<file path="src/rtl/xbar_cfg_pkg.sv">
// -----------------------------------------------------------------------------
// xbar_cfg_pkg
// Shared parameters, state encoding and the selector range check used by the
// crossbar configuration loader (xbar_cfg_loader).
// -----------------------------------------------------------------------------
package xbar_cfg_pkg;

    localparam int NUM_IN    = 35;                            // crossbar inputs
    localparam int NUM_OUT   = 48;                            // crossbar outputs
    localparam int SEL_W     = 6;                             // bits per selector
    localparam int WORD_W    = 32;                            // config word width
    localparam int CFG_W     = NUM_OUT * SEL_W;               // 288
    localparam int NUM_WORDS = (CFG_W + WORD_W - 1) / WORD_W; // 9
    // Shadow is a whole number of words; bits above CFG_W are never committed.
    localparam int SHD_W     = NUM_WORDS * WORD_W;
    localparam int WIDX_W    = $clog2(NUM_WORDS);
    localparam int SIDX_W    = $clog2(NUM_OUT);

    typedef enum logic [1:0] {
        IDLE,
        LOAD,
        CHECK,
        COMMIT
    } cfg_state_t;

    // Extract selector i from the shadow vector and report whether it names
    // an existing crossbar input. Compared one bit wider so NUM_IN == 2**SEL_W
    // would still work.
    function automatic logic sel_legal(input logic [SHD_W-1:0]  shadow,
                                       input logic [SIDX_W-1:0] i);
        logic [SEL_W-1:0] sel;
        sel = shadow[int'(i)*SEL_W +: SEL_W];
        return ({1'b0, sel} < (SEL_W+1)'(NUM_IN));
    endfunction

endpackage

</file>
<file path="src/rtl/xbar_cfg_loader.sv">
// -----------------------------------------------------------------------------
// xbar_cfg_loader
// Writer side of the crossbar configuration interface. Collects NUM_WORDS
// configuration words (LSB-first) into a shadow vector, range-checks one
// selector per cycle, then commits the whole vector atomically to
// io_mux_configs. Framing or range failures raise a sticky io_cfg_error and
// leave the active configuration untouched.
//
// Ports:
//   clk            in   clock, rising edge
//   reset          in   asynchronous reset, active low
//   io_cfg_valid   in   word valid
//   io_cfg_ready   out  loader accepts a word (IDLE/LOAD only)
//   io_cfg_data    in   WORD_W configuration word
//   io_cfg_last    in   final word of a load
//   io_mux_configs out  CFG_W active packed selectors
//   io_cfg_done    out  one-cycle pulse on commit
//   io_cfg_error   out  sticky error, cleared by the next word-0 transfer
//   io_busy        out  high while checking/committing
// Optional (macro XBAR_CFG_READBACK_EN):
//   io_rd_idx      in   4-bit word index into the active configuration
//   io_rd_data     out  WORD_W combinational readback, 0 for idx >= NUM_WORDS
// -----------------------------------------------------------------------------
module xbar_cfg_loader
    import xbar_cfg_pkg::*;
(
    input  logic              clk,
    input  logic              reset,
    input  logic              io_cfg_valid,
    output logic              io_cfg_ready,
    input  logic [WORD_W-1:0] io_cfg_data,
    input  logic              io_cfg_last,
    output logic [CFG_W-1:0]  io_mux_configs,
    output logic              io_cfg_done,
    output logic              io_cfg_error,
    output logic              io_busy
`ifdef XBAR_CFG_READBACK_EN
    ,
    input  logic [3:0]        io_rd_idx,
    output logic [WORD_W-1:0] io_rd_data
`endif
);

    cfg_state_t        state_q,  state_d;
    logic [SHD_W-1:0]  shadow_q, shadow_d;
    logic [WIDX_W-1:0] widx_q,   widx_d;
    logic [SIDX_W-1:0] sidx_q,   sidx_d;
    logic [CFG_W-1:0]  mux_q,    mux_d;
    logic              done_q,   done_d;
    logic              error_q,  error_d;
    // Holds ready low while reset is asserted and until the first clock after.
    logic              live_q;

    logic              xfer;
    logic [WIDX_W-1:0] cur_idx;
    logic              is_final;

    always_ff @(posedge clk or negedge reset) begin
        if (!reset) begin
            state_q  <= IDLE;
            shadow_q <= '0;
            widx_q   <= '0;
            sidx_q   <= '0;
            mux_q    <= '0;
            done_q   <= 1'b0;
            error_q  <= 1'b0;
            live_q   <= 1'b0;
        end else begin
            state_q  <= state_d;
            shadow_q <= shadow_d;
            widx_q   <= widx_d;
            sidx_q   <= sidx_d;
            mux_q    <= mux_d;
            done_q   <= done_d;
            error_q  <= error_d;
            live_q   <= 1'b1;
        end
    end

    assign io_cfg_ready   = live_q && ((state_q == IDLE) || (state_q == LOAD));
    assign io_busy        = (state_q == CHECK) || (state_q == COMMIT);
    assign io_mux_configs = mux_q;
    assign io_cfg_done    = done_q;
    assign io_cfg_error   = error_q;

    assign xfer     = io_cfg_valid && io_cfg_ready;
    // A transfer in IDLE is always word 0, whatever the stale index says.
    assign cur_idx  = (state_q == IDLE) ? '0 : widx_q;
    assign is_final = (cur_idx == WIDX_W'(NUM_WORDS - 1));

    always_comb begin
        state_d  = state_q;
        shadow_d = shadow_q;
        widx_d   = widx_q;
        sidx_d   = sidx_q;
        mux_d    = mux_q;
        done_d   = 1'b0;
        error_d  = error_q;

        case (state_q)
            IDLE, LOAD: begin
                if (xfer) begin
                    shadow_d[int'(cur_idx)*WORD_W +: WORD_W] = io_cfg_data;
                    if (state_q == IDLE) begin
                        error_d = 1'b0;
                    end
                    if (io_cfg_last != is_final) begin
                        // Framing error: drop the partial load.
                        error_d  = 1'b1;
                        shadow_d = '0;
                        widx_d   = '0;
                        state_d  = IDLE;
                    end else if (is_final) begin
                        widx_d  = '0;
                        sidx_d  = '0;
                        state_d = CHECK;
                    end else begin
                        widx_d  = cur_idx + WIDX_W'(1);
                        state_d = LOAD;
                    end
                end
            end
            CHECK: begin
                if (!sel_legal(shadow_q, sidx_q)) begin
                    error_d  = 1'b1;
                    shadow_d = '0;
                    sidx_d   = '0;
                    state_d  = IDLE;
                end else if (sidx_q == SIDX_W'(NUM_OUT - 1)) begin
                    state_d = COMMIT;
                end else begin
                    sidx_d = sidx_q + SIDX_W'(1);
                end
            end
            COMMIT: begin
                mux_d   = shadow_q[CFG_W-1:0];
                done_d  = 1'b1;
                state_d = IDLE;
            end
            default: begin
                state_d = IDLE;
            end
        endcase
    end

`ifdef XBAR_CFG_READBACK_EN
    logic [SHD_W-1:0] cfg_pad;

    always_comb begin
        cfg_pad             = '0;
        cfg_pad[CFG_W-1:0]  = mux_q;
        io_rd_data          = '0;
        if (io_rd_idx < 4'(NUM_WORDS)) begin
            io_rd_data = cfg_pad[int'(io_rd_idx)*WORD_W +: WORD_W];
        end
    end
`endif

endmodule
</file>
<file path="config.mk">
export PLATFORM = sky130hd
export DESIGN_NAME = xbar_cfg_loader
export DESIGN_NICKNAME = d
export VERILOG_FILES = /design/src/rtl/xbar_cfg_pkg.sv /design/src/rtl/xbar_cfg_loader.sv
export SDC_FILE = /design/constraint.sdc
export NUM_CORES = 1
export LEC_CHECK = 0
export CORE_MARGIN = 2
export CORE_UTILIZATION = 50
export DETAILED_ROUTE_END_ITERATION = 12
export PLACE_DENSITY = 0.78
export SYNTH_ARGS = -nofsm -noshare
export SYNTH_HDL_FRONTEND = slang
export SYNTH_SLANG_ARGS = --single-unit
</file>
<file path="constraint.sdc">
create_clock -name clk -period 3.3 [get_ports clk]
set_input_delay 0.33 -clock clk [delete_from_list [all_inputs] [get_ports clk]]
set_output_delay 0.33 -clock clk [all_outputs]
set_load 0.01 [all_outputs]
</file>
Word-level counts from Yosys, hierarchy flattened
Index checks and enable logic that the tools add are counted.
{ "word_totals": {"register_bits": 591, "input_bits": 36, "out_inout_bits": 292, "word_cells": 67} }
{ "classes": {"n_addsub": 3, "n_mul": 1, "magnitude_cmp": 1, "eq_ne": 13, "shift": 3, "n_mux": 26, "reduce_logical": 12} }
{ "ops": {"columns": ["operator", "count"], "rows": [
  ["2-to-1 mux 288 bit", 3],
  ["case mux 288 bit (2 select lines)", 1],
  ["bitwise mux 288 bit", 1],
  ["variable shift 32 x 33 -> 288 bit, first input constant", 1],
  ["variable part select 288 x 10 -> 6 bit", 1],
  ["variable part select 32 x 33 -> 288 bit", 1],
  ["negation 9 -> 33 bit", 1],
  ["2-to-1 mux 6 bit", 5],
  ["2-to-1 mux 4 bit", 3],
  ["case mux 6 bit (2 select lines)", 1],
  ["2-to-1 mux 2 bit", 5],
  ["multiplier 6 x 2 -> 8 bit, second input constant", 1],
  ["inequality test 2 bit, second input constant", 4],
  ["adder 6 x 1 -> 6 bit, second input constant", 1],
  ["== test 6 bit, second input constant", 1],
  ["less-than comparator 6 bit, second input constant", 1],
  ["inequality test 3 bit, second input constant", 2],
  ["case mux 2 bit (3 select lines)", 1],
  ["2-to-1 mux 1 bit", 5],
  ["AND reduction 5 bit", 1],
  ["adder 4 x 1 -> 4 bit, second input constant", 1],
  ["== test 2 bit, second input constant", 2],
  ["== test 4 bit, second input constant", 1],
  ["AND reduction 2 bit", 2],
  ["other kinds (11)", 13]
]} }

Logic depth before layout (Yosys ltp)
{ "depth": {"ltp_word": 8, "depth_mapped": 16, "mapped_depth_nobuf": 12} }

Worst setup path after synthesis
No wires, ideal clock.
{ "synth_path": {"path_type": "reg-to-reg", "startpoint": "register state_q[1]", "endpoint": "register shadow_q[194]", "setup_time_ns": 0.068, "t_arrival_ns": 3.366, "t_required_ns": 3.232, "slack_ns": -0.134, "path_stages_with_launch": 14, "path_buffers": 3, "synth_period_minus_slack_ns": 3.434, "path_cell_list": "dfrtp_1 -> clkbuf_1 -> or2_2 -> clkbuf_1 -> nand2_1 -> ha_1 -> nand4b_1 -> ha_1 -> nor2_1 -> nand3_1 -> or3b_2 -> nor2_1 -> clkbuf_1 -> a32o_1"} }
{ "synth_via": {"elab_chain_len": 8, "word_cells_on_any_way": 21, "classes_between": "add/sub (1); eq/ne (6); shift (2); mux (5); reduce/logical (7)"} }
{ "synth_rtl": {"columns": ["item", "line", "source"], "rows": [
  ["start, declared", "xbar_cfg_loader.sv:44", "cfg_state_t state_q, state_d;"],
  ["start signal, assigned", "xbar_cfg_loader.sv:69", "state_q <= state_d;"],
  ["logical NOT 2 bit", "xbar_cfg_loader.sv:80, xbar_cfg_loader.sv:88, xbar_cfg_loader.sv:100", null],
  ["2-to-1 mux 4 bit", "xbar_cfg_loader.sv:88", "assign cur_idx = (state_q == IDLE) ? '0 : widx_q;"],
  ["negation 9 -> 33 bit", "xbar_cfg_loader.sv:103", "shadow_d[int'(cur_idx)*WORD_W +: WORD_W] = io_cfg_data;"],
  ["variable part select 32 x 33 -> 288 bit / variable shift 32 x 33 -> 288 bit (equally long branches)", "xbar_cfg_loader.sv:103", null],
  ["bitwise mux 288 bit", "xbar_cfg_loader.sv:103", null],
  ["2-to-1 mux 288 bit", "xbar_cfg_loader.sv:107", "if (io_cfg_last != is_final) begin"],
  ["2-to-1 mux 288 bit", "xbar_cfg_loader.sv:102", "if (xfer) begin"],
  ["case mux 288 bit (2 select lines)", "xbar_cfg_loader.sv:100", "case (state_q)"],
  ["end signal, assigned", "xbar_cfg_loader.sv:70", "shadow_q <= shadow_d;"],
  ["end, declared", "xbar_cfg_loader.sv:45", "logic [SHD_W-1:0] shadow_q, shadow_d;"]
]} }
Several ways; a longest one is shown, not always the timed one. The select of a mux whose other input is x is not followed.
A chain may end at the register's enable or synchronous reset.

Worst setup path in the final report
{ "layout_path": {"startpoint": "register sidx_q[0]", "endpoint": "register shadow_q[245]"} }
{ "layout_via": {"elab_chain_len": 5} }
{ "layout_rtl": {"columns": ["item", "line", "source"], "rows": [
  ["start, declared", "xbar_cfg_loader.sv:47", "logic [SIDX_W-1:0] sidx_q, sidx_d;"],
  ["start signal, assigned", "xbar_cfg_loader.sv:72", "sidx_q <= sidx_d;"],
  ["multiplier 6 x 2 -> 8 bit", "xbar_cfg_pkg.sv:32", "sel = shadow[int'(i)*SEL_W +: SEL_W];"],
  ["variable part select 288 x 10 -> 6 bit", "xbar_cfg_pkg.sv:32", null],
  ["less-than comparator 6 bit", "xbar_cfg_pkg.sv:33", "return ({1'b0, sel} < (SEL_W+1)'(NUM_IN));"],
  ["inequality test 2 bit (no line)", null, null],
  ["AND reduction 3 bit (no line)", null, null]
]} }
Every way passes these cells.

==> impl_results.html <==
<table>
<tr><th>Metric</th><th>Value</th></tr>
<tr><th colspan="2">GRT</th></tr>
<tr><td>GRT overflow</td><td>0</td></tr>
<tr><td>Via count of the first global-routing pass</td><td>17200</td></tr>
<tr><td>Initial antenna violation count</td><td>5</td></tr>
<tr><td>Pin count of the biggest net entering global routing</td><td>96</td></tr>
<tr><td>Global Route Usage Sum</td><td>29.7%</td></tr>
<tr><td>Wire length of the first global-routing pass</td><td>111000 um</td></tr>
<tr><th colspan="2">CTS</th></tr>
<tr><td>Worst-case clock buffer depth</td><td>3</td></tr>
<tr><td>Root buffer selected by CTS</td><td>clkbuf_16</td></tr>
<tr><td>Clock transition time at the flip-flop clock pins of the worst setup and hold paths</td><td>60 ps</td></tr>
<tr><td>Clock insertion delay at the later pin of the skew report</td><td>620 ps</td></tr>
<tr><td>Maximum level of the CTS H-tree</td><td>2</td></tr>
<tr><td>Clock Sinks</td><td>591</td></tr>
<tr><td>Total clock buffers created by CTS</td><td>58</td></tr>
<tr><td>TritonCTS clock tree</td><td>built</td></tr>
<tr><th colspan="2">Logic synthesis</th></tr>
<tr><td>Netlist Area Pre-Place</td><td>24200 um2</td></tr>
<tr><td>Mapped Avg Cell Area</td><td>14.5 um2</td></tr>
<tr><td>Number of warnings issued by yosys</td><td>0</td></tr>
<tr><td>Leading area contributor after synthesis</td><td>dfrtp_1</td></tr>
<tr><td>Register bit count reported by yosys</td><td>591</td></tr>
<tr><td>Cell types occupying the most area after synthesis</td><td>dfrtp_1 61%, mux2_2 13%, a32o_1 12%, buf_12 1.8%, clkbuf_1 1.5%</td></tr>
<tr><td>Instance count of the mapped netlist</td><td>1675</td></tr>
<tr><td>Ys flop type</td><td>dfrtp_1</td></tr>
<tr><td>Seq/Total Area, Yosys</td><td>61.0%</td></tr>
<tr><td>Share of Yosys cell area claimed by the top area cell type</td><td>61.0%</td></tr>
<tr><td>Number of nets produced by synthesis</td><td>1720</td></tr>
<tr><td>Number of synthesized flops with an enable pin</td><td>0</td></tr>
<tr><td>Yosys cell types</td><td>61</td></tr>
<tr><td>FFs w/ async S/R, synth</td><td>100%</td></tr>
<tr><th colspan="2">Outcome</th></tr>
<tr><td>Outcome</td><td>finished with violations</td></tr>
<tr><td>Violated checks</td><td>negative setup slack</td></tr>
<tr><th colspan="2">Worst hold path</th></tr>
<tr><td>Path class of the lowest-slack min-delay path</td><td>primary input to async pin</td></tr>
<tr><th colspan="2">Critical path</th></tr>
<tr><td>Reg2reg setup slack</td><td>-8 ps</td></tr>
<tr><td>CP Launch Type</td><td>register</td></tr>
<tr><td>Worst Path Required</td><td>3790 ps</td></tr>
<tr><td>Critical path arrival</td><td>3800 ps</td></tr>
<tr><td>CP max FO</td><td>47</td></tr>
<tr><td>Endpoint class of the critical path</td><td>register</td></tr>
<tr><td>Critical path class</td><td>register to register</td></tr>
<tr><td>Worst reg2reg startpoint</td><td>sidx_q[0]$_DFFE_PN0P_</td></tr>
<tr><td>Worst reg2reg path depth</td><td>11</td></tr>
<tr><td>R2r endpoint</td><td>shadow_q[245]$_DFFE_PN0P_</td></tr>
<tr><th colspan="2">Run</th></tr>
<tr><td>Max-cap violations</td><td>0</td></tr>
<tr><th colspan="2">Timing</th></tr>
<tr><td>Number of failing hold endpoints at the final stage</td><td>0</td></tr>
<tr><td>Worst clock skew</td><td>20.6 ps</td></tr>
<tr><td>Setup repair after global routing missed its margin</td><td>true</td></tr>
<tr><td>Final Setup Violations</td><td>2</td></tr>
<tr><td>Measured slew at the worst slew-check pin</td><td>1130 ps</td></tr>
<tr><td>Smallest setup slack after layout</td><td>-7.62 ps</td></tr>
<tr><td>Final critical-path required period</td><td>3310 ps</td></tr>
<tr><td>Worst Hold Slack</td><td>301 ps</td></tr>
<tr><td>Maximum achievable frequency</td><td>0.302 GHz</td></tr>
<tr><td>Final period utilization</td><td>100%</td></tr>
<tr><td>Final Max Slew Viols</td><td>0</td></tr>
<tr><td>Slew margin rel.</td><td>24.4%</td></tr>
<tr><td>Setup total negative slack</td><td>-13.9 ps</td></tr>
<tr><th colspan="2">Cells and area</th></tr>
<tr><td>Final non-filler cell area</td><td>30400 um2</td></tr>
<tr><td>Final Non-Filler Cells</td><td>2640</td></tr>
<tr><td>Number of nets in the layout</td><td>2022</td></tr>
<tr><td>Synthesis-to-layout area growth</td><td>25.6%</td></tr>
<tr><td>Share of final-layout standard cells stronger than drive strength 1</td><td>26.1%</td></tr>
<tr><td>Share of the core filled with cells in the final layout</td><td>63.8%</td></tr>
<tr><td>Filler Cell Count</td><td>3467</td></tr>
<tr><th colspan="2">Floorplanning</th></tr>
<tr><td># IOs</td><td>328</td></tr>
<tr><td>DIE WIDTH</td><td>224 um</td></tr>
<tr><td>Starting density of the core</td><td>50.8%</td></tr>
<tr><td>Core area</td><td>47700 um2</td></tr>
<tr><td>Floorplan die area</td><td>50300 um2</td></tr>
<tr><td>Core Rows</td><td>80</td></tr>
<tr><td>Floorplan die height</td><td>224 um</td></tr>
<tr><th colspan="2">Placement</th></tr>
<tr><td>GP Congestion</td><td>0.907</td></tr>
<tr><td>Half-perimeter wire length of the detailed placement result</td><td>48700 um</td></tr>
<tr><td>Number of input and output port buffers inserted</td><td>327</td></tr>
<tr><td>Setup slack at placement</td><td>-74.9 ps</td></tr>
<tr><td>Post-place instance area</td><td>28000 um2</td></tr>
<tr><td>Placed Cells</td><td>2515</td></tr>
<tr><th colspan="2">Route</th></tr>
<tr><td>Number of vias after detailed routing</td><td>17400</td></tr>
<tr><td>Initial DRT Pass Iterations</td><td>6</td></tr>
<tr><td>Final antenna-violating net count</td><td>0</td></tr>
<tr><td>Via density</td><td>6.59</td></tr>
<tr><td>DRC errors left</td><td>0</td></tr>
<tr><td>Number of violations reported at the end of detailed-routing iteration 0</td><td>2272</td></tr>
<tr><td>Total wirelength of the detailed-routed design</td><td>76900 um</td></tr>
<tr><td>DR WL/cell</td><td>29.1 um</td></tr>
<tr><th colspan="2">Power</th></tr>
<tr><td>Power Dens Cells</td><td>501 nW/um2</td></tr>
<tr><td>Power consumption</td><td>15.3 mW</td></tr>
<tr><td>VDD IR-drop max</td><td>0.000348 V</td></tr>
<tr><td>Total leakage power</td><td>14.1 nW</td></tr>
</table>
[timing repair]
action | 4_1_cts | 5_1_grt
gates cloned | 0 | 8
hold buffers | 1 | 0
endpoints found under the hold margin | 62 | 0
setup buffers | 0 | 8
resized for setup | 4 | 16
pin swaps | 1 | 3
setup endpoints to repair | 180 | 285
[state kept, by name (all words and copies together), names as in the netlist]
register        cells
widx_q              4
shadow_q          288
io_cfg_done         1
io_cfg_error        1
sidx_q              6
live_q              1
io_mux_configs    288
state_q             2
[report_power, final]
part           switching (mW)  total [mW]  internal (mW)  leakage (nW)
combinational           0.469       0.641          0.172          4.85
sequential             0.0897        7.41           7.32          8.22
clock                    2.82        7.21           4.39          1.03
[Yosys cell counts, types with 3 or more instances]
| cell type | n |
|---|---|
| dfrtp_1 | 591 |
| a32o_1 | 288 |
| mux2_2 | 288 |
| clkbuf_1 | 96 |
| nand2_1 | 52 |
| a21oi_1 | 44 |
| buf_1 | 35 |
| nor2_1 | 28 |
| buf_12 | 22 |
| nand3_1 | 21 |
| nor3_1 | 19 |
| buf_6 | 15 |
| o21ai_0 | 15 |
| mux4_2 | 13 |
| inv_1 | 12 |
| or4_1 | 10 |
| a211oi_1 | 9 |
| ha_1 | 9 |
| nor4_1 | 9 |
| a31oi_1 | 6 |
| nand4_1 | 6 |
| nor2b_1 | 6 |
| nor4b_1 | 6 |
| or4b_2 | 6 |
| buf_2 | 5 |
| a22oi_1 | 4 |
| or4b_1 | 4 |
| xnor2_1 | 4 |
| and3_1 | 3 |
| buf_4 | 3 |
| nand4b_1 | 3 |
| o21ai_1 | 3 |
| or3_1 | 3 |
[worst max-delay path by stage]
| stage | start | depth (start not counted) | endpoint |
|---|---|---|---|
| after floorplan | state_q[1]$_DFFE_PN0P_ | 13 | shadow_q[194]$_DFFE_PN0P_ |
| after global placement | sidx_q[0]$_DFFE_PN0P_ | 12 | shadow_q[265]$_DFFE_PN0P_ |
| after detailed placement | sidx_q[0]$_DFFE_PN0P_ | 10 | shadow_q[245]$_DFFE_PN0P_ |
| after CTS | sidx_q[0]$_DFFE_PN0P_ | 9 | shadow_q[21]$_DFFE_PN0P_ |
| after global routing | sidx_q[0]$_DFFE_PN0P_ | 11 | shadow_q[245]$_DFFE_PN0P_ |
| final | sidx_q[0]$_DFFE_PN0P_ | 11 | shadow_q[245]$_DFFE_PN0P_ |
[final cells by class]
class	count	area [um2]	area share, %
flip-flops and latches	591	14800	48.6
repair buffers	417	4380	14.4
clock inverters	24	382	1.25
clock buffers	82	1720	5.64
diodes	2	5.00	0.0164
well taps	615	769	2.53
inverters	12	45.0	0.148
multi-input cells	897	8350	27.4
[layer usage]
metal	part of all wire [%]	vias up	global-route usage, %
li1	-	7097	-
met1	39	9004	41.4
met2	46	1071	44.8
met3	11	209	7.45
met4	4.2	6	12.0
met5	0.052	-	0
[placed cells by master (no fill, tap or decap), drive strengths merged, types with 5 or more instances in the layout]
cell type and count:
ha 9, a21oi 44, nor2b 6, bufinv 10, a32o 288, o21ai 18, or2 5, or4b 10
clkdlybuf4s50 326, mux2 288, a211oi 9, nand4 6, dfrtp 591, clkinv 10, mux4 13, or4 11
a31oi 6, nand3 21, nand2 52, nor4b 6, buf 86, nor2 28, nor3 19, inv 13
nor4 9, clkbuf 86
[critical path, stage by stage, from the launching register on]
cell and delay [ps]:
dfrtp_4 500, buf_4 190, buf_12 150, or4b_2 200, a21oi_1 50, or4b_1 540, a31oi_2 420, nand4bb_4 160
or2_4 310, buf_4 160, buf_16 180, a32o_1 290
[cells by family (layout without fill, tap and decap cells)]
family | after synthesis | in the layout | share of synthesized area (%)
multiplexers | 302 | 302 | 14.6
flip-flops | 591 | 591 | 61.0
AO/OA/AOI/OAI | 388 | 388 | 14.4
other | 1 | 3 | 0.0155
buffers and inverters | 188 | 535 | 4.92
XOR/XNOR | 5 | 5 | 0.181
AND/OR/NAND/NOR | 191 | 192 | 4.37
adder cells (fa/ha/maj) | 9 | 9 | 0.465
No activity file was read; power rests on OpenSTA's default activity.
